--- src/rtl/xram_arb_pkg.sv ---
// Shared types and constants for the two-master XRAM arbiter.
package xram_arb_pkg;

  typedef enum logic [1:0] {
    StIdle   = 2'd0,
    StGntCpu = 2'd1,
    StGntAes = 2'd2
  } arb_state_e;

  localparam logic [15:0] XramMmioLo   = 16'hff00;
  localparam logic [15:0] XramMmioHi   = 16'hff30;
  localparam logic [7:0]  TimeoutRdata = 8'hff;
  localparam int unsigned WdogWidth    = 8;

endpackage

--- src/rtl/xram_arbiter_if.sv ---
// CPU, AES and XRAM slave byte buses around the arbiter.
interface xram_arbiter_if;
  logic [15:0] cpu_addr;
  logic [7:0]  cpu_wdata;
  logic        cpu_wr;
  logic        cpu_stb;
  logic [7:0]  cpu_rdata;
  logic        cpu_ack;

  logic [15:0] aes_addr;
  logic [7:0]  aes_wdata;
  logic        aes_wr;
  logic        aes_stb;
  logic [7:0]  aes_rdata;
  logic        aes_ack;

  logic [15:0] s_addr;
  logic [7:0]  s_wdata;
  logic        s_wr;
  logic        s_stb;
  logic [7:0]  s_rdata;
  logic        s_ack;

  // Arbiter side: serves the two masters, drives the XRAM slave.
  modport slave (
    input  cpu_addr, cpu_wdata, cpu_wr, cpu_stb,
    output cpu_rdata, cpu_ack,
    input  aes_addr, aes_wdata, aes_wr, aes_stb,
    output aes_rdata, aes_ack,
    output s_addr, s_wdata, s_wr, s_stb,
    input  s_rdata, s_ack
  );

  // Environment side: the two masters plus the XRAM slave.
  modport master (
    output cpu_addr, cpu_wdata, cpu_wr, cpu_stb,
    input  cpu_rdata, cpu_ack,
    output aes_addr, aes_wdata, aes_wr, aes_stb,
    input  aes_rdata, aes_ack,
    input  s_addr, s_wdata, s_wr, s_stb,
    output s_rdata, s_ack
  );
endinterface

--- src/rtl/xram_arb_wdog.sv ---
// Per-access wait counter; expired flags TIMEOUT granted cycles without an ack.
module xram_arb_wdog
  import xram_arb_pkg::*;
#(
  parameter int unsigned TIMEOUT = 255
) (
  input  logic clk,
  input  logic rst,
  input  logic clr,
  input  logic en,
  output logic expired
);

  if (TIMEOUT == 0) begin : g_off
    assign expired = 1'b0;
  end else begin : g_on
    localparam logic [WdogWidth-1:0] Limit = WdogWidth'(TIMEOUT);
    logic [WdogWidth-1:0] r_cnt;

    // Saturates at the limit so expired stays high until the grant ends.
    always_ff @(posedge clk) begin
      if (rst || clr) begin
        r_cnt <= '0;
      end else if (en && (r_cnt != Limit)) begin
        r_cnt <= r_cnt + WdogWidth'(1);
      end
    end

    assign expired = (r_cnt == Limit);
  end

endmodule

--- src/rtl/xram_arbiter.sv ---
// Two-master (CPU/AES) arbiter for the shared 8-bit XRAM port with access watchdog.
// Define XRAM_ARB_RR_EN for round-robin arbitration; default is fixed CPU priority.
module xram_arbiter
  import xram_arb_pkg::*;
#(
  parameter int unsigned TIMEOUT = 255,
  parameter logic [15:0] MMIO_LO = XramMmioLo,
  parameter logic [15:0] MMIO_HI = XramMmioHi
) (
  input  logic          clk,
  input  logic          rst,
  xram_arbiter_if.slave bus,
  output logic          o_err
);

  arb_state_e r_state, w_state_d;
  logic       r_err;
  logic       w_cpu_req, w_aes_req, w_aes_wins;
  logic       w_granted, w_sel_aes, w_m_stb, w_m_ack;
  logic       w_expired, w_timeout;
  logic [7:0] w_m_rdata;

  assign w_cpu_req = bus.cpu_stb && !(bus.cpu_addr >= MMIO_LO && bus.cpu_addr < MMIO_HI);
  assign w_aes_req = bus.aes_stb;
  assign w_granted = (r_state != StIdle);
  assign w_sel_aes = (r_state == StGntAes);
  assign w_m_stb   = w_sel_aes ? bus.aes_stb : bus.cpu_stb;
  // A slave ack in the expiry cycle wins over the timeout.
  assign w_timeout = w_granted && w_expired && !bus.s_ack;
  assign w_m_ack   = bus.s_ack || w_timeout;
  assign w_m_rdata = w_timeout ? TimeoutRdata : bus.s_rdata;

  xram_arb_wdog #(
    .TIMEOUT(TIMEOUT)
  ) u_wdog (
    .clk    (clk),
    .rst    (rst),
    .clr    (!w_granted),
    .en     (w_granted && !bus.s_ack),
    .expired(w_expired)
  );

`ifdef XRAM_ARB_RR_EN
  logic r_ptr;  // 1: AES wins the next simultaneous request
  always_ff @(posedge clk) begin
    if (rst) begin
      r_ptr <= 1'b0;
    end else if (w_granted && w_m_ack) begin
      r_ptr <= ~r_ptr;
    end
  end
  assign w_aes_wins = r_ptr;
`else
  assign w_aes_wins = 1'b0;
`endif

  always_comb begin
    w_state_d     = r_state;
    bus.s_addr    = '0;
    bus.s_wdata   = '0;
    bus.s_wr      = 1'b0;
    bus.s_stb     = 1'b0;
    bus.cpu_ack   = 1'b0;
    bus.cpu_rdata = '0;
    bus.aes_ack   = 1'b0;
    bus.aes_rdata = '0;
    // Outputs are held quiet while reset is asserted so an aborted grant never acks.
    if (!rst) begin
      unique case (r_state)
        StIdle: begin
          if (w_cpu_req && !(w_aes_req && w_aes_wins)) begin
            w_state_d = StGntCpu;
          end else if (w_aes_req) begin
            w_state_d = StGntAes;
          end
        end
        StGntCpu, StGntAes: begin
          bus.s_addr  = w_sel_aes ? bus.aes_addr  : bus.cpu_addr;
          bus.s_wdata = w_sel_aes ? bus.aes_wdata : bus.cpu_wdata;
          bus.s_wr    = w_sel_aes ? bus.aes_wr    : bus.cpu_wr;
          bus.s_stb   = w_m_stb && !w_expired;
          if (w_sel_aes) begin
            bus.aes_ack   = w_m_ack;
            bus.aes_rdata = w_m_rdata;
          end else begin
            bus.cpu_ack   = w_m_ack;
            bus.cpu_rdata = w_m_rdata;
          end
          if (bus.s_ack || !w_m_stb || w_expired) begin
            w_state_d = StIdle;
          end
        end
        default: w_state_d = StIdle;
      endcase
    end
  end

  always_ff @(posedge clk) begin
    if (rst) begin
      r_state <= StIdle;
      r_err   <= 1'b0;
    end else begin
      r_state <= w_state_d;
      if (w_timeout) begin
        r_err <= 1'b1;
      end
    end
  end

  assign o_err = r_err;

endmodule

--- src/flat_wrapper.sv ---
// flat-port wrapper written by rule: the top's interface ports become plain ports
module xram_arbiter_flat import xram_arb_pkg::*;
#(
  parameter int unsigned TIMEOUT = 255,
  parameter logic [15:0] MMIO_LO = XramMmioLo,
  parameter logic [15:0] MMIO_HI = XramMmioHi
)
  (clk, rst, o_err, bus_cpu_addr, bus_cpu_wdata, bus_cpu_wr, bus_cpu_stb, bus_cpu_rdata, bus_cpu_ack, bus_aes_addr, bus_aes_wdata, bus_aes_wr, bus_aes_stb, bus_aes_rdata, bus_aes_ack, bus_s_addr, bus_s_wdata, bus_s_wr, bus_s_stb, bus_s_rdata, bus_s_ack);
  xram_arbiter_if bus_i ();
  input  logic clk;
  input  logic rst;
  output logic o_err;
  input wire logic [$bits(bus_i.cpu_addr)-1:0] bus_cpu_addr;
  input wire logic [$bits(bus_i.cpu_wdata)-1:0] bus_cpu_wdata;
  input wire logic [$bits(bus_i.cpu_wr)-1:0] bus_cpu_wr;
  input wire logic [$bits(bus_i.cpu_stb)-1:0] bus_cpu_stb;
  output wire logic [$bits(bus_i.cpu_rdata)-1:0] bus_cpu_rdata;
  output wire logic [$bits(bus_i.cpu_ack)-1:0] bus_cpu_ack;
  input wire logic [$bits(bus_i.aes_addr)-1:0] bus_aes_addr;
  input wire logic [$bits(bus_i.aes_wdata)-1:0] bus_aes_wdata;
  input wire logic [$bits(bus_i.aes_wr)-1:0] bus_aes_wr;
  input wire logic [$bits(bus_i.aes_stb)-1:0] bus_aes_stb;
  output wire logic [$bits(bus_i.aes_rdata)-1:0] bus_aes_rdata;
  output wire logic [$bits(bus_i.aes_ack)-1:0] bus_aes_ack;
  output wire logic [$bits(bus_i.s_addr)-1:0] bus_s_addr;
  output wire logic [$bits(bus_i.s_wdata)-1:0] bus_s_wdata;
  output wire logic [$bits(bus_i.s_wr)-1:0] bus_s_wr;
  output wire logic [$bits(bus_i.s_stb)-1:0] bus_s_stb;
  input wire logic [$bits(bus_i.s_rdata)-1:0] bus_s_rdata;
  input wire logic [$bits(bus_i.s_ack)-1:0] bus_s_ack;
  assign bus_i.cpu_addr = bus_cpu_addr;
  assign bus_i.cpu_wdata = bus_cpu_wdata;
  assign bus_i.cpu_wr = bus_cpu_wr;
  assign bus_i.cpu_stb = bus_cpu_stb;
  assign bus_cpu_rdata = bus_i.cpu_rdata;
  assign bus_cpu_ack = bus_i.cpu_ack;
  assign bus_i.aes_addr = bus_aes_addr;
  assign bus_i.aes_wdata = bus_aes_wdata;
  assign bus_i.aes_wr = bus_aes_wr;
  assign bus_i.aes_stb = bus_aes_stb;
  assign bus_aes_rdata = bus_i.aes_rdata;
  assign bus_aes_ack = bus_i.aes_ack;
  assign bus_s_addr = bus_i.s_addr;
  assign bus_s_wdata = bus_i.s_wdata;
  assign bus_s_wr = bus_i.s_wr;
  assign bus_s_stb = bus_i.s_stb;
  assign bus_i.s_rdata = bus_s_rdata;
  assign bus_i.s_ack = bus_s_ack;
  xram_arbiter #(.TIMEOUT(TIMEOUT), .MMIO_LO(MMIO_LO), .MMIO_HI(MMIO_HI)) u_core (.clk(clk), .rst(rst), .bus(bus_i), .o_err(o_err));
endmodule
--- config.mk ---
export PLATFORM = sky130hd
export DESIGN_NAME = xram_arbiter_flat
export DESIGN_NICKNAME = d
export VERILOG_FILES = /design/src/rtl/xram_arb_pkg.sv /design/src/rtl/xram_arbiter_if.sv /design/src/rtl/xram_arb_wdog.sv /design/src/rtl/xram_arbiter.sv /design/src/flat_wrapper.sv
export SDC_FILE = /design/constraint.sdc
export NUM_CORES = 1
export LEC_CHECK = 0
export BUFFER_PORTS_ARGS = -buffer_cell sky130_fd_sc_hd__clkbuf_2
export CAP_MARGIN = 20
export CORE_MARGIN = 5
export CORE_UTILIZATION = 36
export CTS_BUF_LIST = sky130_fd_sc_hd__clkbuf_4
export CTS_CLUSTER_SIZE = 30
export DETAILED_ROUTE_END_ITERATION = 16
export PLACE_DENSITY = 0.82
export SYNTH_ARGS = -nofsm -noshare
export SYNTH_HDL_FRONTEND = slang
export SYNTH_HIERARCHICAL = 1
export SYNTH_SLANG_ARGS = --single-unit
--- constraint.sdc ---
create_clock -name clk -period 2.85 [get_ports clk]
set_clock_uncertainty 0.2 [all_clocks]
set_input_delay 0.57 -clock clk [delete_from_list [all_inputs] [get_ports clk]]
set_output_delay 0.57 -clock clk [all_outputs]
set_load 0.02 [all_outputs]
; ---- After elaboration in Yosys (flattened, before gate mapping)
; Cells that the tools add are included.
[word_totals]
in_bits = 63
word_cells = 61
out_inout_bits = 45
reg_bits = 11
[op_classes]
muxes = 29
addsub = 1
order_cmp = 2
n_reduce_logical = 20
n_eq_ne = 6
[ops]
columns = op, count
row1 = two-way mux 8 bit, 10
row2 = two-way mux 16 bit, 3
row3 = >= comparator 16 bit (second input constant), 1
row4 = < comparator 16 bit (second input constant), 1
row5 = two-way mux 1 bit, 12
row6 = adder 8 x 1 -> 8 bit (second input constant), 1
row7 = == test 8 bit (second input constant), 1
row8 = inequality test 8 bit (second input constant), 1
row9 = logical AND 1 bit, 7
row10 = two-way mux 2 bit, 3
row11 = zero test 1 bit, 5
row12 = logical OR 1 bit, 4
row13 = case mux 2 bit (2 select lines), 1
row14 = inequality test 3 x 2 -> 1 bit (second input constant), 1
row15 = == test 2 x 1 -> 1 bit (second input constant), 1
row16 = == test 2 bit (second input constant), 1
row17 = zero test 2 bit, 1
row18 = inequality test 2 x 1 -> 1 bit (second input constant), 1
row19 = AND reduction 2 bit, 1
row20 = nonzero test 2 bit, 1
row21 = OR reduction 2 bit, 1

; ---- Logic depth before layout (Yosys ltp)
; Gate-level depths: netlist of the first run.
[logic_depth]
ltp_word = 7
mapped_depth = 7
mapped_depth_nobuf = 6

; ---- Cells and area by module
; Netlist of the first run, hierarchy kept.
[modules_own_cells]
columns = mod, instances, area_each_um2, seq_area_each_um2, cells_each
row1 = xram_arbiter, 1, 616.8, 60.1, 92
row2 = xram_arb_wdog, 1, 425.4, 160.2, 49

; ---- Worst setup path after synthesis of the first run
; No wires, ideal clock.
[synth_path]
kind = register to output
from = register u_core.u_wdog.g_on.r_cnt[5]
to = output port bus_aes_rdata[0]
path_buffers = 1
t_arrival_ps = 1847
path_stages_with_launch = 8
path_slack_ps = 233
required_time_ps = 2080
cell_sequence = dfxtp_1 -> and3_1 -> buf_2 -> inv_1 -> nor3_1 -> nor3b_2 -> nor2_1 -> nor2_1
[synth_between]
elab_chain_cells = 7
[synth_lines]
columns = item, line
row1 = from (decl), xram_arb_wdog.sv:18  ; logic [WdogWidth-1:0] r_cnt;
row2 = from (signal assigned), xram_arb_wdog.sv:25  ; r_cnt <= r_cnt + WdogWidth'(1);
row3 = == test 8 bit, xram_arb_wdog.sv:29  ; assign expired = (r_cnt == Limit);
row4 = via u_core.w_expired, xram_arbiter.sv:20  ; logic w_expired, w_timeout;
row5 = logical AND 1 bit (2 in series), xram_arbiter.sv:29  ; assign w_timeout = w_granted && w_expired && !bus.s_ack;
row6 = two-way mux 8 bit, xram_arbiter.sv:31  ; assign w_m_rdata = w_timeout ? TimeoutRdata : bus.s_rdata;
row7 = two-way mux 8 bit, xram_arbiter.sv:82  ; if (w_sel_aes) begin
row8 = two-way mux 8 bit, xram_arbiter.sv:69  ; unique case (r_state)
row9 = two-way mux 8 bit, xram_arbiter.sv:68  ; if (!rst) begin
row10 = to (decl), flat_wrapper.sv:23  ; output wire logic [$bits(bus_i.aes_rdata)-1:0] bus_aes_rdata;
; The timed path passes the listed nets, and every way through them passes these cells.

; ---- Worst setup path after layout of the first run
[layout_path]
from = register u_core.r_state[1]
to = output port bus_s_addr[9]
[layout_between]
elab_chain_cells = 4
elab_cells_between_ends = 6
classes_between = 2 x eq/ne / 3 x mux / 1 x reduce/logical
[layout_lines]
columns = item, line
row1 = from (decl), xram_arbiter.sv:16  ; arb_state_e r_state, w_state_d;
row2 = from (signal assigned), xram_arbiter.sv:100  ; r_state <= StIdle;
row3 = from (signal assigned), xram_arbiter.sv:103  ; r_state <= w_state_d;
row4 = == test 2 bit / == test 2 x 1 -> 1 bit (equally long branches), "xram_arbiter.sv:26, xram_arbiter.sv:69"
row5 = two-way mux 16 bit / OR reduction 2 bit (equally long branches), "xram_arbiter.sv:78, xram_arbiter.sv:69"
row6 = two-way mux 16 bit (*), xram_arbiter.sv:69
row7 = two-way mux 16 bit (*), xram_arbiter.sv:68
row8 = to (decl), flat_wrapper.sv:25  ; output wire logic [$bits(bus_i.s_addr)-1:0] bus_s_addr;
; Every way passes the cells marked *; elsewhere a longest branch is shown, timed or not.

==> results of run 1 <==
cell families (layout without fill, tap and decap cells):
group | after synthesis | after routing | synth area share (%)
DFF | 11 | 11 | 21.1
AOI/OAI and AO/OA | 44 | 44 | 35.1
and+or+nand+nor | 65 | 65 | 30.6
muxes | 4 | 4 | 3.84
adders and majority gates | 3 | 3 | 3.60
buffers and inverters | 14 | 122 | 5.76
layer usage:
| layer | vias to the layer above | track usage, % | wire [µm] |
|---|---|---|---|
| li1 | 749 | - | - |
| met1 | 678 | 25.8 | 1670 |
| met2 | 93 | 32.0 | 2040 |
| met3 | 3 | 4.20 | 404 |
| met4 | 0 | 4.94 | 31 |
| met5 | - | 0 | 0 |
cell type report:
type,count,area [µm²]
fill,256,1100
multi-input combinational,116,777
timing repair buffer,111,569
sequential,11,220
tap,31,38.8
inverter,7,26.3
clock buffer,3,22.5
clock inverter,1,5.00
registers in the layout, summed over array words and instances, names as in the netlist:
register,cells
u_core/u_wdog/g_on.r_cnt,8
u_core/r_state,2
u_core/o_err,1
stage by stage:
step	total power [W]	area (µm²)
floorplan	0.000271	1040
global placement	0.000354	1610
detailed placement	0.000357	1610
CTS	0.000471	1640
global route	0.000503	1660
finish	0.000471	1660
critical path, stage by stage, from the launching register on:
cell      delay, ps
dfxtp_1         390
inv_1            60
ha_1            300
nor2b_2         170
and2_1          160
buf_6           210
a22o_1          170
clkbuf_2        170
where the power goes:
part | switching [W] | internal (W) | total, W
clock | 0.0000637 | 0.0000523 | 0.000116
sequential | 0.00000196 | 0.000156 | 0.000158
combinational | 0.000112 | 0.0000854 | 0.000197
total | 0.000177 | 0.000294 | 0.000471
cell usage in the layout (no fill, tap or decap), types with 4 or more instances in the layout:
master | netlist | layout
mux2i_1 | 4 | 4
nor2_1 | 33 | 33
inv_1 | 7 | 7
nand2_1 | 10 | 10
a22o_1 | 25 | 25
dfxtp_1 | 11 | 11
clkbuf_2 | 0 | 107
path summary, 6_finish.rpt:
kind,from,to,slack [ps],cells after the start
setup / recovery,u_core/r_state[1],bus_s_addr[9],160,7
hold reg to reg,u_core/o_err,u_core/o_err,270,2
hold / removal,u_core/o_err,u_core/o_err,270,2
setup reg to reg,u_core/r_state[1],u_core/u_wdog/g_on.r_cnt[6],660,6
timing repair:
action / 4_1_cts / 5_1_grt
setup buffers: 0 / 0
setup endpoints to repair: 0 / 41
resized for setup: 0 / 6
hold buffers: 0 / 0
==> impl_metrics.ini, run 1 <==
[timing]
fmax_ghz = 0.372
timing.final.hold_violations = 0
min_period_ps = 2690
fin_crit_sh_pct = 94.3
finalSetupViolCount = 0
tightest_slew_ps = 445
hold_slack_ps = 274
fin_ws_ps = 163
drv_slew = 0
max_slew_margin_pct = 69.5
fin_setup_tns_ps = 0

[clock_tree]
clk_latency_ps = 290
clkTransAtPathRegs_ps = 80
htree_num_levels = 1
cts_tree = done
cts_sinks = 11
cts_buffers = 3
root_buffer = clkbuf_4
clk_path_buf_depth = 2

[worst_hold_path]
hp-class = reg2reg

[synthesis]
ys.flop_type = dfxtp_1
synth_edf_count = 0
yosys.area.top_type_share_pct = 21.1
netlist_instances = 141
async_flop_share_pct = 0
yosys_register_bits = 11
synth_nets = 207
yosysTopAreaCell = dfxtp_1
synth_most_common_cell = nor2_1
yosysWarnings = 6
synth_area_um2 = 1040
avgSynthCellArea_um2 = 7.39
synthTopCellsByArea = dfxtp_1, a22o_1, nor2_1, mux2i_1, ha_1
yosys.cell_types.count = 36
ys_seq_area_share_pct = 21.1
synthTopCellsByCount = nor2_1, a22o_1, dfxtp_1

[route]
ant_nets = 0
drtPass1Iterations = 6
routed_wl_um = 4140
wl_per_cell_um = 14.8
drtIter0Drc = 102
post_drt_via_cell_ratio = 5.44
post-route-drc-count = 0
vias = 1523

[cells_and_area]
final_nets = 316
area_growth_pct = 59.2
final_core_util_pct = 60.2
fin_cells = 280
num_antenna_cells = 0
drive_gt1_share_pct = 49.8

[grt]
grt-ovfl-total = 0
grt_max_degree = 26
antenna_found_initial = 0
grt_use_total_pct = 19.5
grt_pass1_vias = 1426
grt_pass1_wl_um = 6690

[worst_setup_path]
crit_type = reg2out
critPathMaxFanout = 25
worstPathRequired_ps = 2080
cp.arrival_ps = 1920
worstSetupStartpointType = register
critPathCaptureType = output pin

[place]
hpwl_um = 3400
portBuffers = 107
place_inst = 276
dp_slack_ps = 347
gp_congestion = 0.852

[floorplanning]
die_h_um = 63.8
fp.dieW_um = 63.8
ios = 108
core_area_um2 = 2760
num_rows = 19
die-area_um2 = 4070
start_util_pct = 37.8

[job]
max-cap-violations = 0

[outcome]
status = finished clean

[power]
static-leakage-power_nw = 0.839
power_density_nw_per_um2 = 284
ir_drop_mv = 0.293
No activity file was read; power rests on OpenSTA's default activity.
==> run 2, diff against run 1 <==
- CORE_UTILIZATION: 36 -> 39
- PLACE_DENSITY: 0.82 -> 0.88
- clock period: 2.85 -> 3.3 ns (I/O delays scaled with it)
==> run 2 against run 1 <==
Compared with the run above:
- via count increased by 0.72%
- non-clock buffer count decreased by 2
- total power decreased by 15%
- sequential share of layout area increased by 0.19 points
- sequential power decreased by 13%
==> impl_metrics.ini, run 2 (same netlist as run 1, synthesis figures left out) <==
[cells_and_area]
fill_cells = 237
fin_cells = 277
final_core_util_pct = 64.8
final_nets = 314
fin_area_um2 = 1640
largest_reg_flops = 8
mostFrequentLayoutCells = clkbuf_2, nor2_1, a22o_1
largest-register = u_core/u_wdog/g_on.r_cnt
drive_gt1_share_pct = 48.2
area_growth_pct = 56.9
final_common_cell = clkbuf_2
num_antenna_cells = 0

[grt]
antenna_found_initial = 0
grt_max_degree = 26
grt_pass1_wl_um = 6070
grt_use_total_pct = 20.5
grt_pass1_vias = 1385
grt-ovfl-total = 0

[clock_tree]
hold_buffers = 0
cts_setup_buffers = 0
cts_resized = 0
cts_tree = done
clk_latency_ps = 270
clk_path_buf_depth = 2
cts_sinks = 11
htree_num_levels = 1
cts_buffers = 3
clkTransAtPathRegs_ps = 80
root_buffer = clkbuf_4

[floorplanning]
start_util_pct = 41.3
ios = 108
die_h_um = 61.7
fp.dieW_um = 61.7
num_rows = 18
die-area_um2 = 3810
core_area_um2 = 2520

[worst_setup_path]
cp.arrival_ps = 2260
critPathCaptureType = output pin
reg2regPathDepth = 6
timing.rr.end = u_core/u_wdog/g_on.r_cnt[6]
critPathSlowestCell = nor3b_4
r2r_slack_ps = 1090
critPathMaxFanout = 9
crit_type = reg2out
worstSetupStartpointType = register
timing.rr.start = u_core/r_state[1]
worstPathRequired_ps = 2440
crit_family = simple AND/OR/NAND/NOR gates
crit_path_max_incr_delay_ps = 430
path_cells = and3_1 > inv_1 > nor3_2 > nor3b_4 > nor2_1 > nor2_1 > clkbuf_2
crit_buf_inv = 2
crit_top_cell = nor2_1

[place]
gp_congestion = 0.835
portBuffers = 107
hpwl_um = 3620
place_inst = 273
placed_area_um2 = 1600

[worst_hold_path]
hold_end = u_core/u_wdog/g_on.r_cnt[6]
hp-class = reg2reg
hold_depth = 1
hold_path.startpoint = u_core/u_wdog/g_on.r_cnt[6]

[route]
post-route-drc-count = 0
post_drt_via_cell_ratio = 5.54
drtPass1Iterations = 4
vias = 1534
routed_wl_um = 4320
wl_per_cell_um = 15.6
ant_nets = 0
drtIter0Drc = 98

[power]
power_density_nw_per_um2 = 246
power_w = 0.000402
ir_drop_mv = 0.296
static-leakage-power_nw = 0.840

[timing]
tightest_slew_ps = 484
max_slew_margin_pct = 66.9
fmax_ghz = 0.321
drv_slew = 0
fin_crit_sh_pct = 94.5
finalSetupViolCount = 0
min_period_ps = 3120
timing.final.hold_violations = 0
hold_slack_ps = 291

[outcome]
status = finished clean

[job]
max-cap-violations = 0
==> run 2: worst reg2reg max path, stage by stage (launching register included) <==
cell       delay (ps)
dfxtp_1           390
inv_1              60
ha_1              330
nor2_1            310
nand2_1           160
a2111oi_0         480
a2111oi_1         150
==> run 2: worst max-delay path by stage <==
stage,startpoint,endpoint,slack (ps),cells after the start
2_1_floorplan,u_core/u_wdog/g_on.r_cnt[5],bus_aes_rdata[0],590,7
3_3_place_gp,u_core/u_wdog/g_on.r_cnt[5],bus_aes_rdata[6],410,7
3_5_place_dp,u_core/u_wdog/g_on.r_cnt[5],bus_cpu_rdata[3],360,7
4_1_cts,u_core/u_wdog/g_on.r_cnt[5],bus_cpu_rdata[3],20,7
5_1_grt,u_core/u_wdog/g_on.r_cnt[5],bus_cpu_rdata[6],-4,7
6_report,u_core/u_wdog/g_on.r_cnt[5],bus_cpu_rdata[1],180,7
==> run 2: layout make-up <==
| type | instances | area (µm²) | share of cell area (%) |
|---|---|---|---|
| clock buffers | 3 | 22.5 | 1.38 |
| clock inverters | 1 | 5.00 | 0.306 |
| inverters | 7 | 26.3 | 1.61 |
| multi-input cells | 116 | 773 | 47.3 |
| flip-flops and latches | 11 | 220 | 13.5 |
| well taps | 30 | 37.5 | 2.30 |
| repair buffers | 109 | 551 | 33.7 |
==> run 2: through the flow <==
stage / TNS, ps / setup slack, ps
finish: 0 / 181
global route: -12.4 / -3.89
CTS: 0 / 17.5
detailed placement: 0 / 357
global placement: 0 / 415
floorplan: 0 / 593
==> run 2: metal layers <==
layer	global-route usage (%)	wire length, µm	up-vias
li1	-	-	747
met2	34.4	2230	71
met1	27.6	1740	714
met3	3.31	338	2
met4	4.24	20	0
met5	0	0	-
==> run 2: where the power goes <==
group	total [W]	internal [W]	switching, W
clock	0.0000945	0.0000448	0.0000496
combinational	0.000171	0.0000734	0.0000980
sequential	0.000137	0.000135	0.00000166
